### src/rtl/alu_exec_unit.sv
// Multi-cycle ALU execution unit: latches one request, computes in EXEC (or
// nibble-serially in BCD for DADD), then presents registered result/flags in DONE.
module alu_exec_unit #(
  parameter int WORD_SIZE = 16
) (
  input  logic                 clk,
  input  logic                 rst,
  input  logic                 start,
  input  logic [3:0]           op,
  input  logic                 byte_mode,
  input  logic [WORD_SIZE-1:0] dst_in,
  input  logic [WORD_SIZE-1:0] src_in,
  input  logic                 carry_in,
  output logic [WORD_SIZE-1:0] result,
  output logic [3:0]           flags,
  output logic                 busy,
  output logic                 done,
  output logic                 wr_en,
  output logic                 flags_we
);

  localparam int NIB   = WORD_SIZE / 4;
  localparam int NIB_W = (NIB > 1) ? $clog2(NIB) : 1;

  localparam logic [3:0] OP_ADD  = 4'h0;
  localparam logic [3:0] OP_ADDC = 4'h1;
  localparam logic [3:0] OP_SUB  = 4'h2;
  localparam logic [3:0] OP_SUBC = 4'h3;
  localparam logic [3:0] OP_DADD = 4'h4;
  localparam logic [3:0] OP_CMP  = 4'h5;
  localparam logic [3:0] OP_XOR  = 4'h6;
  localparam logic [3:0] OP_AND  = 4'h7;
  localparam logic [3:0] OP_BIT  = 4'h8;
  localparam logic [3:0] OP_BIC  = 4'h9;
  localparam logic [3:0] OP_BIS  = 4'hA;
  localparam logic [3:0] OP_MOV  = 4'hB;
  localparam logic [3:0] OP_SRA  = 4'hC;
  localparam logic [3:0] OP_RRC  = 4'hD;
  localparam logic [3:0] OP_SWPB = 4'hE;
  localparam logic [3:0] OP_SXT  = 4'hF;

  typedef enum logic [1:0] {
    S_IDLE = 2'd0,
    S_EXEC = 2'd1,
    S_BCD  = 2'd2,
    S_DONE = 2'd3
  } state_t;

  state_t               state_q, state_d;
  logic [3:0]           op_q, op_d;
  logic                 byte_q, byte_d;
  logic [WORD_SIZE-1:0] dst_q, dst_d;
  logic [WORD_SIZE-1:0] src_q, src_d;
  logic                 cin_q, cin_d;
  logic [WORD_SIZE-1:0] result_q, result_d;
  logic [3:0]           flags_q, flags_d;
  logic [WORD_SIZE-1:0] acc_q, acc_d;
  logic                 bc_q, bc_d;
  logic [NIB_W-1:0]     nib_q, nib_d;

  // ---------------- single-cycle datapath ----------------
  logic [WORD_SIZE-1:0] b_eff;
  logic                 c_eff;
  logic [WORD_SIZE:0]   sum_w;
  logic [8:0]           sum_b;
  logic [WORD_SIZE-1:0] alu_res;
  logic                 alu_c, alu_v, alu_n, alu_z, byte_op;
  logic                 a_m, b_m;

  always_comb begin
    b_eff = src_q;
    c_eff = 1'b0;
    case (op_q)
      OP_ADDC:        c_eff = cin_q;
      OP_SUB, OP_CMP: begin b_eff = ~src_q; c_eff = 1'b1;  end
      OP_SUBC:        begin b_eff = ~src_q; c_eff = cin_q; end
      default:        ;
    endcase
  end

  assign sum_w = {1'b0, dst_q} + {1'b0, b_eff} + {{WORD_SIZE{1'b0}}, c_eff};
  assign sum_b = {1'b0, dst_q[7:0]} + {1'b0, b_eff[7:0]} + {8'b0, c_eff};

  always_comb begin
    byte_op = byte_q && (op_q != OP_SWPB) && (op_q != OP_SXT);
    alu_res = dst_q;
    alu_c   = 1'b0;
    alu_v   = 1'b0;
    a_m     = byte_q ? dst_q[7] : dst_q[WORD_SIZE-1];
    b_m     = byte_q ? b_eff[7] : b_eff[WORD_SIZE-1];
    case (op_q)
      OP_ADD, OP_ADDC, OP_SUB, OP_SUBC, OP_CMP: begin
        alu_res = sum_w[WORD_SIZE-1:0];
        alu_c   = byte_q ? sum_b[8] : sum_w[WORD_SIZE];
      end
      OP_XOR:         alu_res = dst_q ^ src_q;
      OP_AND, OP_BIT: alu_res = dst_q & src_q;
      OP_BIC:         alu_res = dst_q & ~src_q;
      OP_BIS:         alu_res = dst_q | src_q;
      OP_MOV:         alu_res = src_q;
      OP_SRA: begin
        alu_res = {dst_q[WORD_SIZE-1], dst_q[WORD_SIZE-1:1]};
        if (byte_q) alu_res[7:0] = {dst_q[7], dst_q[7:1]};
        alu_c = dst_q[0];
      end
      OP_RRC: begin
        alu_res = {cin_q, dst_q[WORD_SIZE-1:1]};
        if (byte_q) alu_res[7:0] = {cin_q, dst_q[7:1]};
        alu_c = dst_q[0];
      end
      OP_SWPB: alu_res = {dst_q[7:0], dst_q[WORD_SIZE-1:8]};
      OP_SXT:  alu_res = {{(WORD_SIZE-8){dst_q[7]}}, dst_q[7:0]};
      default: ;
    endcase
    // Byte ops pass the destination's upper byte through untouched
    if (byte_op) alu_res[WORD_SIZE-1:8] = dst_q[WORD_SIZE-1:8];
    alu_n = byte_op ? alu_res[7] : alu_res[WORD_SIZE-1];
    alu_z = byte_op ? (alu_res[7:0] == 8'd0) : (alu_res == '0);
    case (op_q)
      OP_ADD, OP_ADDC, OP_SUB, OP_SUBC, OP_CMP: alu_v = (a_m == b_m) && (alu_n != a_m);
      default: ;
    endcase
  end

  // ---------------- nibble-serial BCD adder ----------------
  logic [3:0]           dst_nib [NIB];
  logic [3:0]           src_nib [NIB];
  logic [4:0]           bcd_t;
  logic                 bcd_carry, bcd_last, bcd_n, bcd_z;
  logic [3:0]           bcd_nib;
  logic [WORD_SIZE-1:0] bcd_word;

  genvar gi;
  generate
    for (gi = 0; gi < NIB; gi++) begin : g_nib
      assign dst_nib[gi] = dst_q[gi*4 +: 4];
      assign src_nib[gi] = src_q[gi*4 +: 4];
    end
  endgenerate

  always_comb begin
    bcd_t     = {1'b0, dst_nib[nib_q]} + {1'b0, src_nib[nib_q]} + {4'b0, bc_q};
    bcd_carry = (bcd_t > 5'd9);
    bcd_nib   = bcd_carry ? (bcd_t[3:0] + 4'd6) : bcd_t[3:0];
    bcd_word  = acc_q;
    for (int i = 0; i < NIB; i++) begin
      if (nib_q == NIB_W'(i)) bcd_word[i*4 +: 4] = bcd_nib;
    end
    bcd_last = (nib_q == (byte_q ? NIB_W'(1) : NIB_W'(NIB - 1)));
    bcd_n    = byte_q ? bcd_word[7] : bcd_word[WORD_SIZE-1];
    bcd_z    = byte_q ? (bcd_word[7:0] == 8'd0) : (bcd_word == '0);
  end

  // ---------------- control FSM ----------------
  always_comb begin
    state_d  = state_q;
    op_d     = op_q;
    byte_d   = byte_q;
    dst_d    = dst_q;
    src_d    = src_q;
    cin_d    = cin_q;
    result_d = result_q;
    flags_d  = flags_q;
    acc_d    = acc_q;
    bc_d     = bc_q;
    nib_d    = nib_q;
    case (state_q)
      S_IDLE: begin
        if (start) begin
          op_d    = op;
          byte_d  = byte_mode;
          dst_d   = dst_in;
          src_d   = src_in;
          cin_d   = carry_in;
          acc_d   = dst_in;
          bc_d    = carry_in;
          nib_d   = '0;
          state_d = (op == OP_DADD) ? S_BCD : S_EXEC;
        end
      end
      S_EXEC: begin
        if (op_q != OP_CMP && op_q != OP_BIT) result_d = alu_res;
        if (op_q != OP_MOV) flags_d = {alu_v, alu_n, alu_z, alu_c};
        state_d = S_DONE;
      end
      S_BCD: begin
        acc_d = bcd_word;
        bc_d  = bcd_carry;
        nib_d = nib_q + NIB_W'(1);
        if (bcd_last) begin
          result_d = bcd_word;
          flags_d  = {1'b0, bcd_n, bcd_z, bcd_carry};
          state_d  = S_DONE;
        end
      end
      S_DONE:  state_d = S_IDLE;
      default: state_d = S_IDLE;
    endcase
  end

  always_ff @(posedge clk) begin
    if (rst) begin
      state_q  <= S_IDLE;
      op_q     <= 4'h0;
      byte_q   <= 1'b0;
      dst_q    <= '0;
      src_q    <= '0;
      cin_q    <= 1'b0;
      result_q <= '0;
      flags_q  <= 4'h0;
      acc_q    <= '0;
      bc_q     <= 1'b0;
      nib_q    <= '0;
    end else begin
      state_q  <= state_d;
      op_q     <= op_d;
      byte_q   <= byte_d;
      dst_q    <= dst_d;
      src_q    <= src_d;
      cin_q    <= cin_d;
      result_q <= result_d;
      flags_q  <= flags_d;
      acc_q    <= acc_d;
      bc_q     <= bc_d;
      nib_q    <= nib_d;
    end
  end

  assign result   = result_q;
  assign flags    = flags_q;
  assign busy     = (state_q != S_IDLE);
  assign done     = (state_q == S_DONE);
  assign wr_en    = done && (op_q != OP_CMP) && (op_q != OP_BIT);
  assign flags_we = done && (op_q != OP_MOV);

endmodule

### config.mk
export PLATFORM = sky130hd
export DESIGN_NAME = alu_exec_unit
export DESIGN_NICKNAME = d
export VERILOG_FILES = /design/src/rtl/alu_exec_unit.sv
export SDC_FILE = /design/constraint.sdc
export NUM_CORES = 1
export LEC_CHECK = 0
export ABC_AREA = 1
export CORE_UTILIZATION = 45
export DETAILED_ROUTE_END_ITERATION = 8
export HOLD_SLACK_MARGIN = 0.06
export PLACE_DENSITY_LB_ADDON = 0.12
export SYNTH_ARGS = -nofsm -noshare
export SYNTH_HDL_FRONTEND = slang
export SYNTH_SLANG_ARGS = --single-unit
### constraint.sdc
create_clock -name clk -period 3.2 [get_ports clk]
set_input_delay 0.96 -clock clk [delete_from_list [all_inputs] [get_ports clk]]
set_output_delay 0.96 -clock clk [all_outputs]
set_load 0.02 [all_outputs]
**Word-level counts from Yosys, hierarchy flattened**

Index checks and enable logic that the tools add are counted.

- Bits in registers: 79
- Input bits: 41
- Word-level logic and storage cells: 131

- $add $sub $neg: 8
- $lt $le $gt $ge: 2
- Equal/unequal tests: 33
- Muxes and demuxes: 43
- Bitwise operators: 6
- Reductions and logical operators: 28

Operators by type and width:

| kind | number |
|---|---|
| one-hot mux 16 bit (10 select lines) | 1 |
| 2-to-1 mux 16 bit | 4 |
| one-hot mux 16 bit (2 select lines) | 2 |
| 2-to-1 mux 4 bit | 11 |
| bitwise AND 16 bit | 2 |
| equality test 4 bit, second input constant | 8 |
| logical NOT 16 bit | 2 |
| 2-to-1 mux 8 bit | 3 |
| adder 16 x 16 -> 17 bit | 1 |
| adder 17 x 1 -> 17 bit | 1 |
| binary-select mux 4 bit (select 2 bit) | 2 |
| equality test 4 x 3 -> 1 bit, second input constant | 4 |
| logical NOT 8 bit | 2 |
| inequality test 4 bit, second input constant | 4 |
| inverter 16 bit | 1 |
| OR 16 bit | 1 |
| XOR 16 bit | 1 |
| 2-to-1 mux 2 bit | 5 |
| adder 8 x 8 -> 9 bit | 1 |
| adder 9 x 1 -> 9 bit | 1 |
| 2-to-1 mux 1 bit | 9 |
| equality test 2 bit, second input constant | 4 |
| equality test 4 x 2 -> 1 bit, second input constant | 2 |
| inequality test 2 bit, second input constant | 4 |
| 26 further kinds | 44 |

**Logic depth before layout (Yosys ltp)**

Gate-level depths: netlist of the first run.

- Depth in word-level cells: 13
- Gate-level depth with buffers: 27
- Depth with buffers taken out: 25

**Worst setup path before layout of the first run**

No wires, ideal clock.

- Path type: register to register
- From: register nib_q[1]
- To: register result_q[3] (netlist: result[3])
- Setup time: 0.074 ns
- Arrival time: 3.319 ns
- Required time: 3.126 ns
- Slack: -0.193 ns
- Cell stages (with the launch flop): 20
- Path buffers: 1
- Clock period less this slack: 3.393 ns
- Cell sequence: dfxtp_1 -> inv_1 -> clkbuf_1 -> o21ai_0 -> a21oi_1 -> a21oi_1 -> fa_1 -> inv_1 -> fa_1 -> ha_1 -> inv_1 -> nor2_1 -> a21oi_1 -> nand2_1 -> nand2_2 -> nand2_1 -> nand3_1 -> o21ai_0 -> or2_2 -> a31oi_1

- Word-level cells in the longest chain between the ends: 11
- Elaborated cells on any way between the ends: 19
- Those cells by class: add/sub (3); order compare (1); eq/ne (2); mux (10); bitwise (1); reduce/logical (2)

Ends and longest elaborated chain:

| item | RTL line | source |
|---|---|---|
| from (decl) | 59 | `logic [NIB_W-1:0] nib_q, nib_d;` |
| from (signal assigned) | 225 | `nib_q <= nib_d;` |
| inverter 2 -> 3 bit (not written as such) | 142 | `bcd_t = {1'b0, dst_nib[nib_q]} + {1'b0, src_nib[nib_q]} + {4'b0, bc_q};` |
| binary-select mux 4 bit (select 2 bit) | 142 |  |
| 2-to-1 mux 4 bit (not written as such) (2 in a row) | 142 |  |
| adder 4 x 4 -> 5 bit | 142 |  |
| adder 5 x 1 -> 5 bit | 142 |  |
| adder 4 x 3 -> 4 bit / greater-than comparator 5 x 4 -> 1 bit (equally long branches) | 144, 143 |  |
| 2-to-1 mux 4 bit | 144 | `bcd_nib = bcd_carry ? (bcd_t[3:0] + 4'd6) : bcd_t[3:0];` |
| 2-to-1 mux 4 bit | 147 | `if (nib_q == NIB_W'(i)) bcd_word[i*4 +: 4] = bcd_nib;` |
| 2-to-1 mux 16 bit | 190 | `if (bcd_last) begin` |
| one-hot mux 16 bit (2 select lines) | 167 | `case (state_q)` |
| to (signal assigned) | 221 | `result_q <= result_d;` |
| to (decl) | 55 | `logic [WORD_SIZE-1:0] result_q, result_d;` |

Several ways; a longest one is shown, not always the timed one. The select of a mux whose other input is x is not followed.
A chain may end at the register's enable or synchronous reset.

**Worst setup path after layout of the first run**

- From: register nib_q[0]
- To: register flags_q[1] (netlist: flags[1])

- Word-level cells in the longest chain between the ends: 13
- Elaborated cells on any way between the ends: 28
- Those cells by class: add/sub (3); order compare (1); eq/ne (5); mux (14); bitwise (1); reduce/logical (4)

Ends and longest elaborated chain:

| item | RTL line | source |
|---|---|---|
| inverter 2 -> 3 bit (not written as such) | 142 |  |
| binary-select mux 4 bit (select 2 bit) | 142 |  |
| 2-to-1 mux 4 bit (not written as such) (2 in a row) | 142 |  |
| adder 4 x 4 -> 5 bit | 142 |  |
| adder 5 x 1 -> 5 bit | 142 |  |
| adder 4 x 3 -> 4 bit / greater-than comparator 5 x 4 -> 1 bit (equally long branches) | 144, 143 |  |
| 2-to-1 mux 4 bit | 144 |  |
| 2-to-1 mux 4 bit | 147 |  |
| logical NOT 16 bit / logical NOT 8 bit (equally long branches) | 151 | `bcd_z = byte_q ? (bcd_word[7:0] == 8'd0) : (bcd_word == '0);` |
| 2-to-1 mux 1 bit | 151 |  |
| 2-to-1 mux 4 bit | 190 |  |
| one-hot mux 4 bit (2 select lines) | 167 |  |
| to (signal assigned) | 222 | `flags_q <= flags_d;` |
| to (decl) | 56 | `logic [3:0] flags_q, flags_d;` |

Several ways; a longest one is shown, not always the timed one. The select of a mux whose other input is x is not followed.

==> results.json, run 1 <==
{
  "htreeDepth": 3,
  "cts.path.max_buffers": 2,
  "end_kind": "flop",
  "fill_cells": 1346,
  "p_leak_uw": 0.004040,
  "relSlewSlack": 0.5744,
  "diodes": 0,
  "start_util": 0.4642,
  "critical_path_required_ns": 3.48,
  "crit_family": "adder cells",
  "finalSetupViolations": 0,
  "synth.net_count": 1153,
  "yosysTopAreaCell": "dfxtp_1",
  "power_per_cell_area_nw_per_um2": 1089,
  "drt-total-wl_um": 25260,
  "slowest_stage": "fa_2",
  "crit_start": "nib_q[0]",
  "ys.flop_type": "dfxtp_1",
  "die_y_um": 122.1,
  "netlist_area_sq_um": 6494,
  "hpwl_um": 19310,
  "fmax_ghz": 0.3196,
  "port_buffers": 64,
  "worst_slew_pin_slew_ns": 0.6361,
  "synth_commonest_cells": "245 x nand2_1, 141 x o21ai_0, 133 x inv_1, 131 x a21oi_1, 79 x dfxtp_1",
  "antenna_found_initial": 0,
  "core_sq_um": 13990,
  "grt_use_total": 0.3402,
  "cp_cell_sequence": "inv_6 > o21ai_2 > a21oi_2 > a21oi_2 > fa_2 > inv_2 > fa_2 > buf_6 > nand2_1 > inv_1 > a21oi_2 > nand2_4 > buf_6 > nand3_4 > nand3_2 > o21ai_2 > nand3_2 > nor2_4 > a21oi_2 > a21oi_1",
  "slowest_delay_ns": 0.46,
  "rsz0062_at_grt": "true",
  "cts_buffers": 9,
  "cp_common_cell": "a21oi_2",
  "drive_gt1_frac": 0.1908,
  "area_growth_pct": 34.59,
  "drtPass1Iterations": 6,
  "clock_sinks": 79,
  "setup_ws_ns": 0.07084,
  "r2r_slack_ns": 0.07,
  "synth_area_leaders": "dfxtp_1 24%, nand2_1 14%, o21ai_0 11%",
  "cp.buffers_inverters": 5,
  "die_x_um": 122.1,
  "worstRegToRegCells": 20,
  "critPathLaunchType": "flop",
  "holdCritPathClass": "flop to flop",
  "cp-endpoint": "flags[1]",
  "grt_overflow": 0,
  "place_congestion": 0.9624,
  "cts_tree": "built",
  "synth_cells": 1065,
  "post-route-drc-count": 0,
  "reg2reg_from": "nib_q[0]",
  "synth_cell_type_count": 34,
  "fin_tns_setup_ns": 0,
  "clock_latency_ns": 0.35,
  "crit_type": "flop to flop",
  "maxSlewViolCount": 0,
  "crit_cells": 20,
  "via_per_inst": 5.620,
  "hold_ws_ns": 0.5361,
  "synth-seq-cells": 79,
  "yosys.cell_count.top_type": "nand2_1",
  "synth_edf_count": 0,
  "initialDrtViolationCount": 850,
  "syn_avg_cell_area_sq_um": 6.097,
  "grt_pass1_wl_um": 37940,
  "die-area_sq_um": 14910,
  "period_needed_ns": 3.129,
  "cp.arrival_ns": 3.41,
  "fp-row-count": 43,
  "synth_seq_area_share": 0.2435,
  "drtAntennaViolNets": 0,
  "maxCapViolCount": 0,
  "status": "finished clean",
  "synth_top_area_share": 0.2435,
  "fin_worst_skew_ns": 0.006401,
  "hold_viol_final": 0,
  "grt_pass1_vias": 6829,
  "ys_warn_count": 0,
  "clkTransAtPathRegs_ns": 0.06,
  "nNetsFinal": 1279,
  "worst-path-max-fanout": 7,
  "finalCritPeriodShare": 0.9779,
  "fin_util": 0.6248,
  "ios": 65,
  "vias": 7728,
  "ctsRootBufferMaster": "clkbuf_16",
  "async_flop_share": 0,
  "irDropWorstVdd_uv": 516.7,
  "wire_per_inst_um": 18.37,
  "grt_max_degree": 78,
  "r2r-end": "flags[1]",
  "dp_slack_ns": -0.1261
}
[sequential cells by signal (all words and copies together), names as in the netlist]
signal and count:
byte_q 1, flags 4, acc_q 16, dst_q 16
nib_q 2, state_q 2, cin_q 1, op_q 4
src_q 16, result 16, bc_q 1
[final cells by class]
type,instances,area [sq um],area share
sequential,79,1594,0.1824
clock buffer,10,239.0,0.02734
multi-input combinational,812,4693,0.5370
inverter,135,514.2,0.05884
tap,180,225.2,0.02577
clock inverter,5,106.4,0.01217
timing repair buffer,154,1368,0.1565
[power breakdown]
part / internal, uW / leakage [uW] / switching, uW
Sequential: 1320 / 0.000656 / 318
Clock: 780 / 0.000165 / 435
Combinational: 2590 / 0.00322 / 4070
Total: 4690 / 0.00404 / 4820
[tightest hold or removal path, stage by stage (launching register included)]
cell	delay [ns]
dfxtp_1	0.30
o21ai_0	0.14
a21oi_1	0.05
[layout by cell type (no fill, tap or decap), types with 4 or more instances in the layout]
master / count
ha_1: 35
buf_6: 7
nand2_4: 6
nand3_2: 16
dfxtp_2: 4
nor3_1: 6
a21oi_2: 10
inv_2: 8
inv_1: 125
nand4_1: 6
xor2_1: 11
o21ai_2: 10
a31oi_1: 16
clkdlybuf4s50_1: 64
nor2_2: 4
o211ai_1: 7
or2_2: 16
xor2_2: 5
a21oi_1: 121
ha_4: 5
nor2_1: 62
o21ai_0: 132
nor2_4: 5
buf_4: 81
nand3_1: 60
clkbuf_16: 9
fa_2: 4
nand2_2: 17
dfxtp_1: 73
o22ai_1: 8
nand2_1: 226
[kinds of logic after synthesis]
logic type	after synthesis	share of synthesized area
flip-flops	79	0.2435
buffers and inverters	174	0.1017
adder cells (fa/ha/maj)	47	0.09518
XOR/XNOR	17	0.02293
AND/OR/NAND/NOR	433	0.2809
AO/OA/AOI/OAI	315	0.2557
[worst min-delay path by stage]
stage	slack, ns	end	startpoint	cells past startpoint
2_1_floorplan	0.46	acc_q[2]	acc_q[2]	2
3_3_place_gp	0.49	acc_q[2]	acc_q[2]	2
3_5_place_dp	0.49	acc_q[2]	acc_q[2]	2
4_1_cts	0.54	acc_q[2]	acc_q[2]	2
5_1_grt	0.57	acc_q[6]	acc_q[6]	2
6_report	0.54	acc_q[8]	acc_q[8]	2
[layer usage]
metal  share of wire  wire, um  GRT usage  vias to the layer above
met5               0         0          0                        -
li1                -         -          -                     3804
met2            0.43     10980     0.5155                      365
met3           0.081      2046    0.06039                       61
met1            0.45     11360     0.4780                     3498
met4           0.034       862     0.1250                        0
[what timing repair did]
action                                  4_1_cts  5_1_grt
endpoints found under the setup margin        6       32
pin swaps                                     1       41
setup buffers                                 0       14
hold buffers                                  0        0
gates cloned                                  0        1
resized for setup                            10      117
[metrics by stage]
stage                     total power (uW)  cells  cell area, sq um
after floorplan                       5108   1065              6534
after global placement                7248   1345              7812
after detailed placement              7249   1345              7812
after CTS                             8554   1360              8193
after global routing                 10200   1375              8740
final                                 9519   1375              8740
Note: power is estimated with default switching activity, not from simulation.
==> run 2, diff against run 1 <==
--- a/config.mk
+++ b/config.mk
@@ -6,7 +6,7 @@
 export NUM_CORES = 1
 export LEC_CHECK = 0
 export ABC_AREA = 1
-export CORE_UTILIZATION = 45
+export CORE_UTILIZATION = 53
 export DETAILED_ROUTE_END_ITERATION = 8
 export HOLD_SLACK_MARGIN = 0.06
 export PLACE_DENSITY_LB_ADDON = 0.12
==> constraint.sdc (replaced) <==
create_clock -name clk -period 3.2 [get_ports clk]
set_input_delay 0.48 -clock clk [delete_from_list [all_inputs] [get_ports clk]]
set_output_delay 0.48 -clock clk [all_outputs]
set_load 0.02 [all_outputs]
==> run 2 against run 1 <==
  * Final area about the same
  * Wire length about the same
  * Non-clock buffer count up 7
  * Setup slack worse by 0.055 ns
  * Total power up 1.1%
  * First-iteration DRC count up 24%
  * Maximum frequency down 1.7%
  * Cell count down 1.7%
  * Hold slack worse by 0.014 ns
  * Flip-flop and latch count unchanged
  * Critical path type unchanged
  * Largest power group unchanged
==> results.json, run 2 (synthesis gave the netlist of run 1 again) <==
{
  "grt_pass1_wl_um": 37160,
  "seqPwrFrac": 0.174,
  "min_from": "result[9]",
  "r2r-end": "flags[1]",
  "r2r_slack_ns": 0.02,
  "initialDrtViolationCount": 1053,
  "maxSlewViolCount": 0,
  "fill_cells": 1042,
  "fin_tns_setup_ns": 0,
  "diodes": 0,
  "grt_overflow": 0,
  "holdCritPathClass": "flop to flop",
  "p_comb_frac": 0.706,
  "die-area_sq_um": 12700,
  "drive_gt1_frac": 0.2018,
  "fp-row-count": 40,
  "start_util": 0.5429,
  "grt_pass1_vias": 6930,
  "hold_viol_final": 0,
  "port_buffers": 64,
  "hold_end": "result[9]",
  "relSlewSlack": 0.5191,
  "intPower_uw": 4629,
  "cts_buffers": 9,
  "worst-path-max-fanout": 7,
  "die_y_um": 112.7,
  "clock_latency_ns": 0.35,
  "layout_commonest_cell": "nand2_1",
  "multiInputGateArea_sq_um": 4678,
  "finalCritPeriodShare": 0.9949,
  "drtAntennaViolNets": 0,
  "area_growth_pct": 34.47,
  "via_per_inst": 5.950,
  "post-route-drc-count": 0,
  "grt_use_total": 0.3886,
  "ctsRootBufferMaster": "clkbuf_16",
  "crit_start": "nib_q[0]",
  "cts.path.max_buffers": 2,
  "irDropWorstVdd_uv": 657.1,
  "cts_tree": "built",
  "maxCapViolCount": 0,
  "p_switching_uw": 4994,
  "finalSetupViolations": 0,
  "stdcell_count": 1351,
  "core_sq_um": 11960,
  "total_power_uw": 9623,
  "p_clk_frac": 0.120,
  "dp_cells": 1309,
  "htreeDepth": 3,
  "critical_path_required_ns": 3.49,
  "rsz0062_at_grt": "true",
  "hpwl_um": 19010,
  "worst_slew_pin_slew_ns": 0.7187,
  "p_leak_uw": 0.004063,
  "nNetsFinal": 1287,
  "wire_per_inst_um": 18.69,
  "netSwitchingFraction": 0.5189,
  "layout_common_cells": "218 x nand2_1, 131 x o21ai_0, 126 x inv_1",
  "vias": 8039,
  "min_delay_path_depth": 2,
  "power_per_cell_area_nw_per_um2": 1102,
  "end_kind": "flop",
  "clock_sinks": 79,
  "place_congestion": 1.029,
  "ios": 65,
  "clkTransAtPathRegs_ns": 0.07,
  "regArea_sq_um": 1597,
  "period_needed_ns": 3.184,
  "status": "finished clean",
  "fin_worst_skew_ns": 0.009212,
  "reg2reg_from": "nib_q[0]",
  "worstRegToRegCells": 21,
  "antenna_found_initial": 0,
  "grt_max_degree": 41,
  "drt-total-wl_um": 25250,
  "crit_type": "flop to flop",
  "cp.arrival_ns": 3.47,
  "fmax_ghz": 0.3141,
  "critPathLaunchType": "flop",
  "drtPass1Iterations": 6,
  "die_x_um": 112.7,
  "fin_util": 0.7300
}
==> run 2: worst max-delay path by stage <==
stage / to / slack (ns)
2_1_floorplan: result[2] / 0.005
5_1_grt: flags[1] / -0.13
3_3_place_gp: flags[1] / -0.05
3_5_place_dp: flags[1] / -0.11
4_1_cts: flags[1] / -0.03
6_report: flags[1] / 0.02
==> run 2: area by class of cell <==
class,count,area share
timing repair buffer,161,0.1632
tap,147,0.02106
multi-input combinational,812,0.5358
clock inverter,7,0.01161
timing repair inverter,1,0.0005731
clock buffer,9,0.02579
sequential,79,0.1828
inverter,135,0.05918
==> run 2: metal layers <==
metal | vias to the layer above | part of all wire | global-route usage
li1 | 3824 | - | -
met1 | 3616 | 0.41 | 0.5443
met2 | 498 | 0.43 | 0.5872
met3 | 101 | 0.11 | 0.05088
met4 | 0 | 0.048 | 0.1938
met5 | - | 0 | 0
==> run 2: power by group through the flow <==
stage	clock network [uW]	registers (uW)	logic, uW
2_1_floorplan	0	1620	3490
3_3_place_gp	0	1640	5480
3_5_place_dp	0	1640	5540
4_1_cts	1150	1630	5610
5_1_grt	1200	1690	7350
6_report	1150	1670	6800
==> run 2: timing repair <==
action | in CTS | in global routing
endpoints found under the setup margin | 5 | 26
pin swaps | 1 | 37
resized for setup | 7 | 129
setup buffers | 0 | 24
hold endpoints to repair | 0 | 0
cloned | 0 | 2
hold buffers | 0 | 0
==> run 2: stage by stage <==
stage / instance area, sq um / setup WS (ns) / hold WS, ns
final: 8732 / 0.01621 / 0.5218
after global routing: 8732 / -0.1328 / 0.5454
after floorplan: 6534 / 0.004763 / 0.4625
after CTS: 8075 / -0.02846 / 0.5321
after detailed placement: 7724 / -0.1074 / 0.4884
after global placement: 7724 / -0.05347 / 0.4807
==> run 2: worst max-delay path, stage by stage (launching register included) <==
cell and delay [ns]:
dfxtp_4 0.38, inv_6 0.05, buf_6 0.12, a21oi_4 0.12, a21oi_2 0.05, fa_2 0.38
inv_2 0.07, fa_2 0.46, ha_4 0.18, inv_2 0.06, nor2_2 0.04, a21oi_2 0.12
nand2_2 0.15, nand2_4 0.16, nand2_4 0.08, nand3_4 0.08, nand3_2 0.10, nor2_2 0.15
nand2_1 0.07, nand2_1 0.07, a21oi_2 0.06, a21oi_1 0.14
==> run 3, diff against run 2 <==
--- a/config.mk
+++ b/config.mk
@@ -6,7 +6,7 @@
 export NUM_CORES = 1
 export LEC_CHECK = 0
 export ABC_AREA = 1
-export CORE_UTILIZATION = 53
+export CORE_UTILIZATION = 45
 export DETAILED_ROUTE_END_ITERATION = 8
 export HOLD_SLACK_MARGIN = 0.06
 export PLACE_DENSITY_LB_ADDON = 0.12
==> run 3 against run 2 <==
  * Clock power shrank 8%
  * Global-route usage shrank 5.2 points
  * Clock-buffer cell count grew 1
  * Flip-flop and latch count is the same
  * Critical endpoint unchanged
==> results.json, run 3 (synthesis gave the netlist of run 1 again) <==
{
  "status": "finished clean",
  "clock_latency_ns": 0.35,
  "stdcell_count": 1371,
  "dp_cells": 1336,
  "grt_use_total": 0.3368,
  "clock_sinks": 79,
  "drtAntennaViolNets": 0,
  "start_util": 0.4642,
  "cts.path.max_buffers": 2,
  "hold_viol_final": 0,
  "worstRegToRegCells": 22,
  "antenna_found_initial": 0,
  "finalSetupViolations": 0,
  "end_kind": "flop",
  "fin_tns_setup_ns": 0,
  "crit_type": "flop to flop",
  "cp.arrival_ns": 3.39,
  "grt_pass1_vias": 6739,
  "power_per_cell_area_nw_per_um2": 1084,
  "drive_gt1_frac": 0.1872,
  "fin_worst_skew_ns": 0.008300,
  "die_x_um": 122.1,
  "diodes": 0,
  "layout_common_cells": "223 x nand2_1, 132 x o21ai_0, 123 x inv_1",
  "cts_tree": "built",
  "via_per_inst": 5.746,
  "vias": 7878,
  "fin_util": 0.6138,
  "worst_slew_pin_slew_ns": 0.7653,
  "htreeDepth": 3,
  "critical_path_required_ns": 3.44,
  "maxSlewViolCount": 0,
  "relSlewSlack": 0.4879,
  "period_needed_ns": 3.150,
  "finalCritPeriodShare": 0.9843,
  "post-route-drc-count": 0,
  "nNetsFinal": 1274,
  "clkTransAtPathRegs_ns": 0.06,
  "dp_slack_ns": -0.08521,
  "critPathLaunchType": "flop",
  "p_leak_uw": 0.003998,
  "irDropWorstVdd_uv": 596.0,
  "maxCapViolCount": 0,
  "grt_overflow": 0,
  "setup_ws_ns": 0.05010,
  "cts_buffers": 9,
  "hold_ws_ns": 0.5307,
  "min_delay_path_depth": 2,
  "fp-row-count": 43,
  "grt_pass1_wl_um": 37450,
  "drtPass1Iterations": 6,
  "holdCritPathClass": "flop to flop",
  "place_congestion": 0.9710,
  "ios": 65,
  "port_buffers": 64,
  "layout_commonest_cell": "nand2_1",
  "worst-path-max-fanout": 8,
  "die_y_um": 122.1,
  "core_sq_um": 13990,
  "grt_max_degree": 78,
  "hpwl_um": 19090,
  "die-area_sq_um": 14910,
  "fmax_ghz": 0.3175,
  "initialDrtViolationCount": 865,
  "area_growth_pct": 32.22,
  "ctsRootBufferMaster": "clkbuf_16",
  "wire_per_inst_um": 18.47,
  "drt-total-wl_um": 25330
}
==> run 3: changes by cell type in the layout (fill, tap and decap cells not counted), moves of 3 or more <==
cell | before | now
ha_1 | 38 | 41
buf_4 | 89 | 80
nor2_2 | 8 | 3
inv_6 | 5 | 1
inv_2 | 6 | 10
nand3_2 | 18 | 21
a21oi_4 | 3 | 0
nand2_2 | 26 | 20
nand2_1 | 218 | 223
inv_1 | 126 | 123
nor2_4 | 2 | 6
==> run 3: power by group <==
part	leakage (uW)	switching (uW)	total, uW	internal (uW)
Clock	0.000135	451	1060	609
Sequential	0.000657	352	1680	1320
Combinational	0.00321	4030	6580	2540
==> run 3: path summary, 6_finish.rpt <==
kind,start,endpoint,slack (ns)
worst max-delay path,nib_q[0],flags[1],0.05
worst max register to register,nib_q[0],flags[1],0.05
worst min register to register,result[10],result[10],0.53
worst min-delay path,result[10],result[10],0.53
==> run 3: routing by layer <==
metal | wire length, um | global-route usage | vias up | part of all wire
li1 | - | - | 3799 | -
met1 | 11160 | 0.4821 | 3605 | 0.44
met2 | 10970 | 0.5042 | 415 | 0.43
met3 | 2456 | 0.07022 | 59 | 0.097
met4 | 738 | 0.09680 | 0 | 0.029
met5 | 0 | 0 | - | 0
==> run 3: area by class of cell <==
type / count / area (sq um)
Inverter: 135 / 516.7
Sequential cell: 79 / 1598
Multi-Input combinational cell: 812 / 4641
Timing Repair Buffer: 149 / 1306
Clock inverter: 6 / 70.07
Clock buffer: 10 / 229.0
Tap cell: 180 / 225.2
Fill cell: 1364 / 5403
==> run 3: timing repair <==
action                     in CTS  in global routing
gates cloned                    0                  1
hold buffers                    0                  0
pin swaps                       0                 45
gates resized for setup         5                122
setup endpoints to repair       6                 31
buffers inserted                2                 17
==> run 3: worst max-delay path, stage by stage (launching register included) <==
cell and delay, ns:
dfxtp_4 0.38, inv_8 0.09, o21ai_2 0.06, a21oi_2 0.13
a21oi_2 0.06, fa_2 0.37, inv_2 0.06, fa_2 0.47
buf_6 0.15, nand2_1 0.06, inv_1 0.05, a21oi_2 0.16
nand2_4 0.13, nand2_8 0.13, nand2_4 0.06, nand3_2 0.08
nand2_1 0.09, nand2_1 0.08, nor2_1 0.04, nand2_1 0.07
nand2_1 0.08, a21oi_2 0.17, a21oi_2 0.06
==> run 3: stage by stage <==
stage                     total power [uW]  cell area [sq um]
after floorplan                       5108               6534
after global placement                7160               7720
after detailed placement              7168               7720
after CTS                             8284               8046
after global routing                  9967               8586
final                                 9311               8586
